[config.mk]
export PLATFORM = sky130hd
export DESIGN_NAME = inst_cache
export DESIGN_NICKNAME = d
export VERILOG_FILES = /design/src/rtl/inst_cache.sv
export SDC_FILE = /design/constraint.sdc
export NUM_CORES = 2
export LEC_CHECK = 0
export CORE_MARGIN = 2
export CORE_UTILIZATION = 50
export CTS_BUF_LIST = sky130_fd_sc_hd__clkbuf_8
export DETAILED_ROUTE_END_ITERATION = 7
export PLACE_DENSITY = 0.64
export SLEW_MARGIN = 20
export SYNTH_ARGS = -nofsm -noshare
export SYNTH_HDL_FRONTEND = slang
export SYNTH_SLANG_ARGS = --single-unit
[constraint.sdc]
create_clock -name clk_in -period 6.1 [get_ports clk_in]
set_input_delay 1.22 -clock clk_in [delete_from_list [all_inputs] [get_ports clk_in]]
set_output_delay 1.22 -clock clk_in [all_outputs]
set_load 0.01 [all_outputs]
[src/rtl/inst_cache.sv]
// inst_cache: direct-mapped, one-word-per-line instruction cache refilled byte-wise from the memory arbiter.
// Defining ICACHE_STATS_EN adds the _hit_cnt/_miss_cnt counters.
module inst_cache #(
  parameter int INDEX_BITS = 5
) (
  input  logic        clk_in,
  input  logic        rst_in,
  input  logic        rdy_in,
  input  logic        _clear,
  input  logic        _need_inst,
  input  logic [31:0] _pc,
  output logic        _inst_ready,
  output logic [31:0] _inst,
  output logic        _busy,
  output logic        _mem_rd_req,
  output logic [31:0] _mem_rd_addr,
  input  logic        _mem_rd_valid,
  input  logic [7:0]  _mem_rd_data
`ifdef ICACHE_STATS_EN
  ,
  output logic [31:0] _hit_cnt,
  output logic [31:0] _miss_cnt
`endif
);
  localparam int LINES = 1 << INDEX_BITS;
  localparam int TAG_W = 30 - INDEX_BITS;
  typedef enum logic [1:0] {IDLE, REFILL, RESP} state_t;
  state_t                  state;
  logic [1:0]              cnt;
  logic                    cancel;
  logic [TAG_W-1:0]        fill_tag;
  logic [INDEX_BITS-1:0]   fill_idx;
  logic [23:0]             fill_buf;
  logic [LINES-1:0]        valid;
  logic [TAG_W-1:0]        tag_arr [LINES];
  logic [31:0]             data_arr [LINES];
  logic [TAG_W-1:0]        req_tag;
  logic [INDEX_BITS-1:0]   req_idx;
  logic                    hit, accept, fill_done, unused_pc_lo;
  logic [31:0]             fill_word;
  assign req_tag      = _pc[31:INDEX_BITS+2];
  assign req_idx      = _pc[INDEX_BITS+1:2];
  assign unused_pc_lo = ^_pc[1:0];
  assign hit          = valid[req_idx] && (tag_arr[req_idx] == req_tag);
  assign accept       = (state == IDLE) && _need_inst && !_clear;
  assign fill_done    = (state == REFILL) && _mem_rd_valid && (cnt == 2'd3);
  assign fill_word    = {_mem_rd_data, fill_buf};
  assign _busy        = state != IDLE;
  assign _mem_rd_req  = state == REFILL;
  assign _mem_rd_addr = {fill_tag, fill_idx, 2'b00};
  // Reset forces state to IDLE, so an abandoned fill can never reach this write
  always_ff @(posedge clk_in)
    if (rdy_in && fill_done) begin
      tag_arr[fill_idx]  <= fill_tag;
      data_arr[fill_idx] <= fill_word;
    end
  always_ff @(posedge clk_in or negedge rst_in)
    if (!rst_in) begin
      state       <= IDLE;
      cnt         <= 2'd0;
      cancel      <= 1'b0;
      fill_tag    <= '0;
      fill_idx    <= '0;
      fill_buf    <= '0;
      valid       <= '0;
      _inst_ready <= 1'b0;
      _inst       <= '0;
`ifdef ICACHE_STATS_EN
      _hit_cnt    <= '0;
      _miss_cnt   <= '0;
`endif
    end else if (rdy_in) begin
      _inst_ready <= 1'b0;
      if (state == IDLE) begin
        cancel <= 1'b0;
        if (accept && hit) begin
          _inst_ready <= 1'b1;
          _inst       <= data_arr[req_idx];
`ifdef ICACHE_STATS_EN
          _hit_cnt    <= _hit_cnt + 32'd1;
`endif
        end else if (accept) begin
          state    <= REFILL;
          fill_tag <= req_tag;
          fill_idx <= req_idx;
          cnt      <= 2'd0;
`ifdef ICACHE_STATS_EN
          _miss_cnt <= _miss_cnt + 32'd1;
`endif
        end
      end else if (state == REFILL) begin
        if (_clear) cancel <= 1'b1;
        if (_mem_rd_valid) begin
          cnt      <= cnt + 2'd1;
          fill_buf <= {_mem_rd_data, fill_buf[23:8]};
          if (cnt == 2'd3) begin
            valid[fill_idx] <= 1'b1;
            state           <= RESP;
            _inst_ready     <= !(cancel || _clear);
            if (!(cancel || _clear)) _inst <= fill_word;
          end
        end
      end else begin
        cancel <= 1'b0;
        state  <= IDLE;
      end
    end
endmodule

==> reports/qor.csv <==
stage,metric,value,unit
run_status,status,completed,
timing,period_minus_slack,5048,ps
die,start_util,50.40,%
place,dpl.hpwl,95460,µm
synthesis,synth_edf_count,1824,
cts,tritoncts,yes,
global_routing,antenna_found_initial,2,
setup_path,rr_endpoint,_inst[28],
setup_path,path_class,input port to flop,
timing,timing.final.crit_share,82.75,%
global_routing,grt_usage,24.86,%
drt,viasPerCell,6.227,
global_routing,overflow,0,
global_routing,grt_max_degree,107,
layout,stdcell_count,5866,
synthesis,synth.area.top_cells,"edfxtp_1 (73%), mux4_2 (15%), dfrtp_1 (4.2%)",
pwr,peakVddDrop,0.2492,mV
drt,drt_wl_total,187300,µm
synthesis,yosys_warnings,0,
pwr,pwr-share-seq,57.7,%
synthesis,yosys_most_used_dff,edfxtp_1,
layout,drive_above_1_share,29.83,%
setup_path,rrSetupSlack,1610,ps
synthesis,synth_top_area_cell,edfxtp_1,
die,die_area,152300,µm²
pwr,pwr-share-clk,33.4,%
pwr,internal_power,23290,µW
timing,slew_headroom,25.26,%
drt,first_pass_iters,5,
timing,rsz0062_at_grt,no,
layout,fin_nets,3744,
cts,cts_hold_buf,0,
pwr,p_sw,7938,µW
global_routing,grt_pass1_wl,267200,µm
cts,cts_max_level,5,
synthesis,ys_types,49,
synthesis,synth_top_area_share,73.42,%
cts,clk_latency,1030,ps
cts,cts_resized,0,
layout,ff_latch_area,57880,µm²
pwr,swShare,25.42,%
die,ioPinCount,113,
drt,drc,0,
cts,clk_pin_slew,70,ps
setup_path,reg2reg_from,tag_arr[23][22],
synthesis,postSynthAreaPerCell,22.61,µm²
drt,drtAntennaViolNets,0,
synthesis,seq_area_frac_synth,77.58,%
cts,clockBufferDepth,4,
synthesis,syn_area,74600,µm²
run,cap_violations,0,
die,core,148000,µm²
pwr,p_leak,0.02823,µW
pwr,p_per_area,368.4,nW/µm²
setup_path,crit_path_end_kind,flop,
layout,fillers,10530,
setup_path,ff2ff_path_depth,12,
layout,syn2layout_area_growth,13.62,%
timing,hold_viol_final,0,
die,row_count,141,
cts,cts.sinks,1948,
timing,tns,0,ps
setup_path,cp_data_arrival_time,5910,ps
drt,first_iter_violations,4380,
hold_path,holdCritPathClass,input port to asynchronous set/reset pin,
setup_path,critPathMaxFanout,33,
cts,numCtsBuffers,321,
layout,multi_input_area,16160,µm²
timing,setup_violations,0,
timing,maxSlewViolCount,0,
drt,num_vias,36530,
synthesis,ys_seq_elements,1948,
cts,cts_setup_buffers,0,
global_routing,grt_pass1_vias,37840,
die,die_x,390.3,µm
setup_path,crit_required,6970,ps
timing,fin_skew,95.92,ps
synthesis,async_reset_ff_share,6.366,%
die,die_h,390.3,µm
place,io_buffers,108,
timing,worstMarginPinSlew,1121,ps
place,dp_cells,5304,
cts,root_buffer,clkbuf_8,
timing,fmax,0.1981,GHz
place,gp_congestion,0.7802,
pwr,p_comb_share,8.9,%
setup_path,crit_path_start_kind,input port,
drt,wl_per_cell,31.94,µm
synthesis,syn_inst,3300,
worst max-delay path by stage:
stage            from         endpoint  slack (ps)  cells after the start
6_report       _pc[2]        _inst[28]        1050                     15
5_1_grt        _pc[2]        _inst[28]         870                     15
4_1_cts        _pc[2]        _inst[16]        1110                     15
3_5_place_dp   _pc[2]        _inst[18]          30                     15
3_3_place_gp   _pc[2]        _inst[28]          40                     15
2_1_floorplan  rdy_in  data_arr[10][0]        1150                      5
cell usage in the layout (no fill, tap or decap), types with 11 or more instances in the layout:
cell type        instances
xor2_1                  11
xnor2_1                 16
nor2_1                  17
buf_12                  31
mux4_2                 487
clkbuf_8               349
nor2_4                  32
nand2_1                137
inv_1                  104
clkinv_2                37
mux2_2                  36
mux2_4                  29
edfxtp_1              1824
clkinv_1                60
dfrtp_1                118
mux2i_1                138
a22oi_1                 49
o22ai_1                 24
or2_2                   33
clkdlybuf4s50_1         96
o21ai_0                 37
buf_4                  101
nand3_1                 23
layout make-up:
cell class              count  area share [%]
diodes                      1        0.002952
clock buffers             349           5.667
clock inverters           212           1.203
inverters                   8         0.03543
multi-input cells        1178           19.07
flip-flops and latches   1948           68.29
well taps                1930           2.849
repair buffers            240           2.889
flip-flops by register name (all words and copies together) (netlist names):
| name | cells |
|---|---|
| state | 2 |
| fill_tag | 25 |
| _inst_ready | 1 |
| cancel | 1 |
| data_arr | 1024 |
| _inst | 32 |
| valid | 32 |
| fill_buf | 24 |
| tag_arr | 800 |
| fill_idx | 5 |
| cnt | 2 |
power groups by stage:
stage | clock network [µW] | logic [µW] | registers (µW)
2_1_floorplan | 0 | 1310 | 17900
3_3_place_gp | 0 | 2720 | 18100
3_5_place_dp | 0 | 2790 | 18300
4_1_cts | 10600 | 2790 | 18000
5_1_grt | 11200 | 2950 | 18200
6_report | 10400 | 2770 | 18000
Yosys cell counts, types with 6 or more instances:
cell and number:
mux4_2 487, nand3_1 24, inv_1 6, a22oi_1 49, a21oi_1 9, or2_2 33
nor2b_1 9, o22ai_1 24, buf_2 50, nor4_1 7, clkbuf_1 85, nand4_1 9
o21ai_0 37, xnor2_1 16, buf_6 6, dfrtp_1 124, mux2_2 36, nor2_1 49
mux2_4 29, buf_4 13, a221oi_1 6, mux2i_1 138, edfxtp_1 1824, xor2_1 11
nor3_1 6, o211ai_1 10, nand2_1 137, buf_1 13, and3_1 6
critical path, cell delays in order:
cell and delay [ps]:
buf_8 320, buf_12 290, buf_4 330, mux4_2 570, o211ai_1 220, nand4_1 140, xnor2_1 360, buf_4 230
nand4_1 130, nor4_1 210, nand4b_1 420, buf_4 330, a221o_2 390, buf_12 190, mux2_4 370
kinds of logic (layout without fill, tap and decap cells):
logic type | count (synthesis) | count (layout) | synth area share, %
flops | 1948 | 1948 | 77.58
mux | 690 | 690 | 17.68
simple gates | 294 | 294 | 1.803
buf+inv | 175 | 809 | 1.090
compound gates | 164 | 164 | 1.506
xor+xnor | 27 | 27 | 0.3170
fa+ha+maj | 1 | 1 | 0.01677
other cells | 1 | 3 | 0.005027
stage by stage:
stage / util (%) / hold WS (ps) / setup WS (ps) / area (µm²) / power, µW
final: 57.27 / 100.2 / 1052 / 84760 / 31220
after global routing: 57.27 / 50.77 / 874.9 / 84760 / 32380
after CTS: 57.28 / 16.86 / 1110 / 84780 / 31440
after detailed placement: 53.34 / 450.1 / 33.20 / 78960 / 21080
after global placement: 53.34 / 445.3 / 41.38 / 78960 / 20820
after floorplan: - / 433.7 / 1150 / 74600 / 19210
layer usage:
layer	routed length [µm]	global-route usage (%)
met5	0	0
met4	3715	6.536
met3	16530	4.887
met2	91610	39.66
met1	75480	35.58
No activity file was read; power rests on OpenSTA's default activity.
